[config.mk]
export PLATFORM = sky130hd
export DESIGN_NAME = program_loader
export DESIGN_NICKNAME = d
export VERILOG_FILES = /design/src/rtl/program_loader.sv
export SDC_FILE = /design/constraint.sdc
export NUM_CORES = 1
export LEC_CHECK = 0
export CAP_MARGIN = 20
export CORE_MARGIN = 1.5
export CORE_UTILIZATION = 50
export CTS_BUF_LIST = sky130_fd_sc_hd__clkbuf_16
export DETAILED_ROUTE_END_ITERATION = 16
export PLACE_DENSITY = 0.85
export SYNTH_ARGS = -nofsm -noshare
export SYNTH_HDL_FRONTEND = slang
export SYNTH_SLANG_ARGS = --single-unit
[constraint.sdc]
create_clock -name clk -period 2.4 [get_ports clk]
set_clock_uncertainty 0.15 [all_clocks]
set_input_delay 0.24 -clock clk [delete_from_list [all_inputs] [get_ports clk]]
set_output_delay 0.24 -clock clk [all_outputs]
set_load 0.02 [all_outputs]
[src/rtl/program_loader.sv]
// rtl/program_loader.sv - streams a length-prefixed, checksummed program image into RAM
module program_loader #(
   parameter int ADDR_W = 4
) (
   input  logic              clk,
   input  logic              rst,
   input  logic              start,
   input  logic              in_valid,
   input  logic [7:0]        in_data,
   output logic              in_ready,
   output logic [ADDR_W-1:0] ram_addr,
   output logic [7:0]        ram_data,
   output logic              ram_we,
   output logic              prog_mode,
   output logic              done,
   output logic              err
);

   typedef enum logic [2:0] {
      S_IDLE, S_LEN, S_DATA, S_WRITE, S_CSUM, S_DONE
   } state_t;

   // One extra bit so a full 2^ADDR_W-byte program can be counted and compared.
   localparam logic [8:0] MAX_LEN = 9'(1 << ADDR_W);

   state_t            state_q, state_d;
   logic [8:0]        n_q, n_d;
   logic [8:0]        index_q, index_d;
   logic [7:0]        sum_q, sum_d;
   logic              err_q, err_d;
   logic [ADDR_W-1:0] ram_addr_q, ram_addr_d;
   logic [7:0]        ram_data_q, ram_data_d;
   logic [8:0]        index_inc;
   logic              xfer;

   assign in_ready  = (state_q == S_LEN) || (state_q == S_DATA) || (state_q == S_CSUM);
   assign xfer      = in_valid && in_ready;
   assign index_inc = index_q + 9'd1;

   always_comb begin
      state_d    = state_q;
      n_d        = n_q;
      index_d    = index_q;
      sum_d      = sum_q;
      err_d      = err_q;
      ram_addr_d = ram_addr_q;
      ram_data_d = ram_data_q;
      case (state_q)
         S_IDLE: begin
            if (start) begin
               state_d = S_LEN;
               err_d   = 1'b0;
               index_d = '0;
               sum_d   = '0;
            end
         end
         S_LEN: begin
            if (xfer) begin
               n_d = {1'b0, in_data};
               if ((in_data == 8'd0) || ({1'b0, in_data} > MAX_LEN)) begin
                  err_d   = 1'b1;
                  state_d = S_DONE;
               end else begin
                  state_d = S_DATA;
               end
            end
         end
         S_DATA: begin
            if (xfer) begin
               ram_data_d = in_data;
               ram_addr_d = index_q[ADDR_W-1:0];
               state_d    = S_WRITE;
            end
         end
         S_WRITE: begin
            index_d = index_inc;
            sum_d   = sum_q + ram_data_q;
            state_d = (index_inc == n_q) ? S_CSUM : S_DATA;
         end
         S_CSUM: begin
            if (xfer) begin
               err_d   = (in_data != sum_q);
               state_d = S_DONE;
            end
         end
         S_DONE:  state_d = S_IDLE;
         default: state_d = S_IDLE;
      endcase
   end

   always_ff @(posedge clk) begin
      if (rst) begin
         state_q    <= S_IDLE;
         n_q        <= '0;
         index_q    <= '0;
         sum_q      <= '0;
         err_q      <= 1'b0;
         ram_addr_q <= '0;
         ram_data_q <= '0;
      end else begin
         state_q    <= state_d;
         n_q        <= n_d;
         index_q    <= index_d;
         sum_q      <= sum_d;
         err_q      <= err_d;
         ram_addr_q <= ram_addr_d;
         ram_data_q <= ram_data_d;
      end
   end

   assign ram_addr  = ram_addr_q;
   assign ram_data  = ram_data_q;
   assign ram_we    = (state_q == S_WRITE);
   assign prog_mode = (state_q != S_IDLE);
   assign done      = (state_q == S_DONE);
   assign err       = err_q;

endmodule

======== Word level (Yosys, flattened, before mapping) ========
Cells that the tools add are included.
word-level totals
  bits of input ports ..................... 12
  register bits ........................... 41
  bits in latches ......................... 0
  logic and storage cells ................. 52
  bits in read-only memories .............. 0
  output and inout bits ................... 17
  memory bits (writable) .................. 0
  memories ................................ 0
operators by class
  div/mod/pow operators ................... 0
  $add $sub $neg .......................... 2
  reductions and logical operators ........ 14
  eq/ne operators ......................... 12
  bitwise operators ....................... 0
  multiply operators ...................... 0
  muxes and demuxes ....................... 16
  magnitude comparators ................... 1
  shifts and indexed selects .............. 0
operator list
  operator                                                        count
  two-way mux 3 bit                                               6
  one-hot mux 9 bit (2 select lines)                              1
  one-hot mux 8 bit (2 select lines)                              1
  one-hot mux 3 bit (5 select lines)                              1
  adder 9 x 1 -> 9 bit (second input constant)                    1
  equality test 9 x 8 -> 1 bit                                    1
  two-way mux 9 bit                                               1
  adder 8 bit                                                     1
  greater-than comparator 8 x 5 -> 1 bit (second input constant)  1
  zero test 8 bit                                                 1
  two-way mux 8 bit                                               1
  != test 2 bit (second input constant)                           4
  != test 8 bit                                                   1
  equality test 3 x 2 -> 1 bit (second input constant)            2
  equality test 3 bit (second input constant)                     2
  AND reduction 2 bit                                             3
  nonzero test 3 bit                                              2
  AND reduction 5 bit                                             1
  two-way mux 1 bit                                               4
  AND reduction 4 bit                                             1
  equality test 3 x 1 -> 1 bit (second input constant)            1
  zero test 3 bit                                                 1
  logical OR 1 bit                                                3
  one-hot mux 1 bit (3 select lines)                              1
  3 further kinds                                                 3

======== Depth between registers and ports, before layout ========
Gate-level depths: netlist of the first run.
  depth in word-level cells ............... 6
  depth in mapped cells ................... 9
  depth with buffers taken out ............ 8

======== Worst setup path before layout of the first run ========
No wires, ideal clock.
  kind .................................... register to register
  start ................................... reg ram_data_q[1] (netlist: ram_data[1])
  end ..................................... reg sum_q[7]
  setup time .............................. 75 ps
  data required time ...................... 2175 ps
  slack ................................... 300 ps
  stages on the path, launching flop included .. 8
  buffers on the path ..................... 0
  period minus slack after synthesis ...... 2100 ps
  data arrival time ....................... 1875 ps
  cell sequence ........................... dfxtp_1 > ha_1 > a21oi_1 > o211ai_1 > o41ai_1 > xor2_1 > or3_1 > a31oi_1
between the ends
  cells in the longest elaborated chain, start to end .. 2
ends and longest elaborated chain
  what                                RTL line  source
  start, declared                     32        logic [7:0] ram_data_q, ram_data_d;
  start signal, assigned              107       ram_data_q <= ram_data_d;
  adder 8 bit                         77        sum_d = sum_q + ram_data_q;
  one-hot mux 8 bit (2 select lines)  48        case (state_q)
  end signal, assigned                104       sum_q <= sum_d;
  end, declared                       29        logic [7:0] sum_q, sum_d;
No other way between the ends.
A chain may end at the register's enable or synchronous reset.

======== Worst setup path after layout of the first run ========
  start ................................... reg state_q[1]
  end ..................................... out ram_we
between the ends
  cells in the longest elaborated chain, start to end .. 1
ends and longest elaborated chain
  what                          RTL line  source
  start, declared               26        state_t state_q, state_d;
  start signal, assigned        101       state_q <= state_d;
  equality test 3 x 2 -> 1 bit  113       assign ram_we = (state_q == S_WRITE);
  end, declared                 13        output logic ram_we,
No other way between the ends.

==> results_dict.tcl, run 1 <==
set metrics [dict create \
    final_cell_mix "dfxtp_1 (41), nor2_1 (38), nand2_1 (33), a21oi_1 (29), clkdlybuf4s50_1 (28)" \
    clock_latency_ps 280 \
    synth_edf_count 0 \
    yosysUniqueCellTypes 49 \
    finalSetupViolCount 0 \
    seq_power_share_pct 46.6 \
    end_kind "output port" \
    synth_top_area_share_pct 35.0 \
    cp_max_fo 9 \
    crit_path_top_delay_cell "clkdlybuf4s50_1" \
    fmax_mhz 436 \
    critPathBufInv 2 \
    peakVddDrop_mv 0.384 \
    cellInternalPower_mw 1.15 \
    drv_slew 0 \
    finalHoldViolations 0 \
    initial_utilization_pct 52.7 \
    cts_made_buffers 5 \
    ys.flop_type "dfxtp_1" \
    slew_headroom_pct 59.0 \
    avgSynthCellArea_sq_um 8.03 \
    vias_per_cell 6.01 \
    antenna_found_initial 0 \
    die_w_um 71.5 \
    grt_pass1_wl_um 9680 \
    grt_busiest_layer "met2" \
    drtIter0Drc 178 \
    rsz0062_at_grt "false" \
    max_stage_delay_ps 600 \
    grt_max_degree 44 \
    cts_hold_buf 0 \
    cts_setup_buffers 0 \
    netlist_instances 292 \
    area_delta_synth_final_pct 21.3 \
    hpwl_um 4050 \
    crit_arrival_ps 1900 \
    htreeDepth 2 \
    clk_pin_slew_ps 60 \
    swShare_pct 24.4 \
    p_switching_mw 0.371 \
    setup_ws_ps 106 \
    num_antenna_cells 0 \
    use_met2_pct 38.8 \
    hold_class "register to register" \
    wirelength_um 5880 \
    ys_ff_latch 41 \
    layout_commonest_cell "dfxtp_1" \
    p_clk_share_pct 42.4 \
    synth_nets 313 \
    status "finished with violations" \
    p_per_area_nw_per_um2 535 \
    preCtsSetupSlack_ps 43.0 \
    setup.worst_path.class "register to output port" \
    portBuffers 28 \
    vias 2225 \
    die_h_um 71.5 \
    cts_resized 0 \
    grt_pass1_vias 2062 \
    first_pass_iters 11 \
    fillers 372 \
    crit_cells 4 \
    p_leak_nw 1.08 \
    worstMarginPinSlew_ps 614 \
    min_period_ps 2290 \
    setup_tns_ps 0 \
    nets 338 \
    grt_overflow 0 \
    wl_per_cell_um 15.9 \
    grt_use_met3_pct 5.20 \
    ys_seq_area_share_pct 35.0 \
    finalCritPeriodShare_pct 95.6 \
    violations "DRC" \
    io_pins 29 \
    ys_top_cells_by_area "dfxtp_1 (35%), xnor2_1 (6.7%), a21oi_1 (6.2%)" \
    grt_use_total_pct 24.1 \
    cts_sinks 41 \
    required_ps 2010 \
    rows 24 \
    drive_gt1_share_pct 8.18 \
    cts_tree "yes" \
    combPwrFrac_pct 11.0 \
    cts_root_buf "clkbuf_16" \
    maxCapViolCount 0 \
    drtAntennaViolNets 0 \
    netlist_area_sq_um 2340 \
    die_area_sq_um 5110 \
    core_sq_um 4440 \
    path_cells "nand2_1 -> or2_0 -> inv_2 -> clkdlybuf4s50_1" \
    r2r_cells 7 \
    use_met1_pct 31.6 \
    async_flop_share_pct 0 \
    yosysTopAreaCell "dfxtp_1" \
    yosys_warnings 0 \
    whs_path_depth 2 \
    start_kind "register" \
    crit_family "buffers and inverters" \
    gp_congestion 0.832 \
    drc 2 \
    cts_buffer_depth 2 \
]
## worst reg2reg max path: cells and delay by family, from the launching register on
| kind | cells | cell delay, ps |
|---|---|---|
| compound gates | 4 | 880 |
| flops | 1 | 420 |
| simple gates | 1 | 320 |
| fa+ha+maj | 1 | 270 |
| xor+xnor | 1 | 130 |
## cell usage after synthesis, drive strengths merged (2+ instances only)
cell type and count:
dfxtp 41, nand4 6, clkbuf 10, buf 9, nand3 9, a21oi 29, ha 8, o21ai 14
inv 7, nor3 3, xnor2 18, xor2 7, a22oi 6, and2 2, a21o 4, a31oi 3
nor2b 2, nand3b 3, nor4 4, nand2 33, o22ai 2, and3 3, or3 3, mux2i 11
o31ai 2, nor2 38
## layout make-up
type / instances / area, sq um / share of cell area [%]
clock inverter: 3 / 18.8 / 0.660
sequential: 41 / 821 / 28.9
tap: 52 / 65.1 / 2.29
clock buffer: 5 / 125 / 4.40
inverter: 7 / 26.3 / 0.924
timing repair buffer: 37 / 360 / 12.7
multi-input combinational: 225 / 1430 / 50.2
## through the flow
step	area, sq um	hold slack [ps]	std cells	util, %	power (mW)
3_3_place_gp	2690	293	362	60.6	0.885
4_1_cts	2840	316	370	63.8	1.53
5_1_grt	2840	346	370	64.0	1.58
3_5_place_dp	2690	300	362	60.6	0.889
2_1_floorplan	2340	226	292	-	0.821
6_report	2840	316	370	64.0	1.52
## cells by family after synthesis
kind of cell / share of synthesized area (%)
simple gates: 22.5
compound gates: 17.8
flops: 35.0
buf+inv: 4.70
xor+xnor: 9.66
mux: 5.18
fa+ha+maj: 5.13
## state kept, by name, indices dropped and copies added, names as in the netlist
signal and count:
n_q 8, state_q 3, sum_q 8, err 1, index_q 9, ram_data 8
ram_addr 4
## metal layers
metal  vias to the layer above  wire [um]
li1                       1072          -
met2                        88       2840
met4                         0         83
met5                         -          0
met3                         8        361
met1                      1057       2590
## final timing paths
check         startpoint           to  slack [ps]
max           state_q[1]       ram_we         110
min          ram_addr[1]  ram_addr[1]         320
max reg2reg     sum_q[1]     sum_q[7]         150
min reg2reg  ram_addr[1]  ram_addr[1]         320
## power groups by stage
stage | Clock (mW) | Combinational (mW) | Sequential (mW)
floorplan | 0 | 0.105 | 0.716
global placement | 0 | 0.161 | 0.723
detailed placement | 0 | 0.165 | 0.724
CTS | 0.656 | 0.167 | 0.709
global route | 0.687 | 0.181 | 0.711
finish | 0.645 | 0.168 | 0.709
Power figures use the tool's default switching activity.
==> inputs of run 2 (changes only) <==
==> constraint.sdc (replaced) <==
create_clock -name clk -period 2.15 [get_ports clk]
set_clock_uncertainty 0.15 [all_clocks]
set_input_delay 0.215 -clock clk [delete_from_list [all_inputs] [get_ports clk]]
set_output_delay 0.215 -clock clk [all_outputs]
set_load 0.02 [all_outputs]
==> run 2 against run 1 <==
  * Worst setup slack lost 210 ps
  * Cell count increased by 6.5%
  * The run ends with DRC, setup timing left
  * Register-to-register slack worse by 250 ps
  * First-iteration DRC count is 9.6% lower
  * Utilization increased by 7.1 points
  * Non-clock buffer count is 24 higher
  * Die area is the same
  * Hold slack worse by 2.9 ps
==> results_dict.tcl, run 2 (synthesized netlist as in run 1, its figures left out) <==
set metrics [dict create \
    status "finished with violations" \
    violations "DRC, setup timing" \
    die_w_um 71.5 \
    drv_slew 0 \
    dp.cells 384 \
    start_kind "register" \
    die_area_sq_um 5110 \
    hold_class "register to register" \
    vias_per_cell 5.93 \
    min_period_ps 2250 \
    htreeDepth 2 \
    hpwl_um 4220 \
    area_delta_synth_final_pct 34.8 \
    grt_pass1_wl_um 10500 \
    wirelength_um 6750 \
    drc 2 \
    p_clk_share_pct 49.8 \
    slew_headroom_pct 55.5 \
    layout_commonest_cell "nor2_1" \
    combPwrFrac_pct 10.9 \
    first_pass_iters 10 \
    nets 362 \
    fillers 326 \
    gp_congestion 0.936 \
    core_sq_um 4440 \
    grt_pass1_vias 2267 \
    clk_pin_slew_ps 70 \
    end_kind "register" \
    cts_sinks 41 \
    finalSetupViolCount 1 \
    io_pins 29 \
    setup_ws_ps -99.6 \
    p_switching_mw 0.454 \
    final_cells 394 \
    cp_max_fo 4 \
    crit_family "compound AO/OA/AOI/OAI gates" \
    num_antenna_cells 0 \
    swShare_pct 22.8 \
    maxCapViolCount 0 \
    finalHoldViolations 0 \
    die_h_um 71.5 \
    path_cells "ha_4 -> nand3_1 -> o211ai_1 -> o41ai_2 -> xor2_1 -> or3_1 -> a31oi_1" \
    cts_hold_buf 0 \
    drtIter0Drc 161 \
    grt_max_degree 44 \
    grt_use_total_pct 25.8 \
    finalCritPeriodShare_pct 105 \
    critPathBufInv 0 \
    cts_made_buffers 5 \
    regToRegSetupSlack_ps -100 \
    cellInternalPower_mw 1.54 \
    clock_latency_ps 290 \
    antenna_found_initial 0 \
    fmax_mhz 445 \
    vias 2338 \
    rows 24 \
    cts_tree "yes" \
    wl_per_cell_um 17.1 \
    crit_path_top_delay_cell "dfxtp_1" \
    setup.worst_path.class "register to register" \
    crit_arrival_ps 2310 \
    rsz0062_at_grt "true" \
    max_stage_delay_ps 430 \
    p_per_area_nw_per_um2 630 \
    peakVddDrop_mv 0.431 \
    worstMarginPinSlew_ps 667 \
    largest_reg_flops 9 \
    preCtsSetupSlack_ps -52.7 \
    drtAntennaViolNets 0 \
    drive_gt1_share_pct 19.9 \
    regMostFlops "index_q" \
    cts_buffer_depth 2 \
    seq_power_share_pct 39.3 \
    p_leak_nw 1.22 \
    final_cell_mix "nor2_1 (38), dfxtp_1 (34), nand2_1 (33), buf_4 (32), clkdlybuf4s50_1 (27)" \
    grt_overflow 0 \
    cts_root_buf "clkbuf_16" \
    portBuffers 28 \
    initial_utilization_pct 52.7 \
    required_ps 2210 \
]
[run 2: cell types whose count changed in the layout (fill, tap and decap cells not counted), sizes merged]
cell and change:
bufinv +2, clkinvlp -2, dlymetal6s2s +1, inv -1, buf +24, clkinv +1, clkdlybuf4s50 -1
[run 2: layout make-up]
type | count | area [sq um] | share of cell area (%)
clock buffers | 5 | 125 | 3.96
clock inverters | 3 | 65.1 | 2.06
inverters | 7 | 26.3 | 0.832
multi-input cells | 225 | 1500 | 47.6
flip-flops and latches | 41 | 832 | 26.3
well taps | 52 | 65.1 | 2.06
repair buffers | 61 | 543 | 17.2
[run 2: through the flow]
stage	hold WS [ps]	total power, mW	cell area, sq um	setup TNS (ps)	utilization [%]
2_1_floorplan	201	0.916	2340	0	-
3_3_place_gp	296	1.00	2860	0	64.3
3_5_place_dp	301	1.01	2860	-52.7	64.3
4_1_cts	313	1.97	3060	0	68.8
5_1_grt	332	2.04	3160	-197	71.1
6_report	313	1.99	3160	-99.6	71.1
[run 2: power by group through the flow]
stage               clock, mW  sequential, mW  combinational (mW)
finish                  0.991           0.783               0.216
global route             1.03           0.784               0.232
CTS                     0.972           0.784               0.212
detailed placement          0           0.800               0.212
global placement            0           0.800               0.205
floorplan                   0           0.799               0.117
[run 2: path summary, 6_finish.rpt]
kind	start	to	cells past startpoint
worst max register to register	ram_data[2]	sum_q[7]	7
worst max-delay path	ram_data[2]	sum_q[7]	7
worst min register to register	ram_addr[3]	ram_addr[3]	2
worst min-delay path	ram_addr[3]	ram_addr[3]	2
[run 2: tightest hold or removal path: stages (launching register included)]
cell,delay (ps)
dfxtp_1,310
nand2_1,50
a21oi_1,60
[run 2: repair_timing]
item | in CTS | in global routing
setup buffers | 0 | 2
pin swaps | 0 | 8
gates resized for setup | 2 | 19
endpoints found under the setup margin | 2 | 4
cloned | 0 | 0
[run 2: routing by layer]
metal  GRT usage (%)  routed length (um)  vias to the layer above
li1                -                   -                     1115
met1            33.6                2820                     1100
met2            43.8                3330                      104
met3            4.92                 403                       19
met4            7.55                 201                        0
met5               0                   0                        -
==> inputs of run 3 (changes only) <==
--- a/config.mk
+++ b/config.mk
@@ -11,6 +11,7 @@
 export CTS_BUF_LIST = sky130_fd_sc_hd__clkbuf_16
 export DETAILED_ROUTE_END_ITERATION = 16
 export PLACE_DENSITY = 0.85
+export SKIP_LAST_GASP = 1
 export SYNTH_ARGS = -nofsm -noshare
 export SYNTH_HDL_FRONTEND = slang
 export SYNTH_SLANG_ARGS = --single-unit
==> results of run 3 <==
Same layout as run 2: the final DEF is identical, and so are final timing and power.
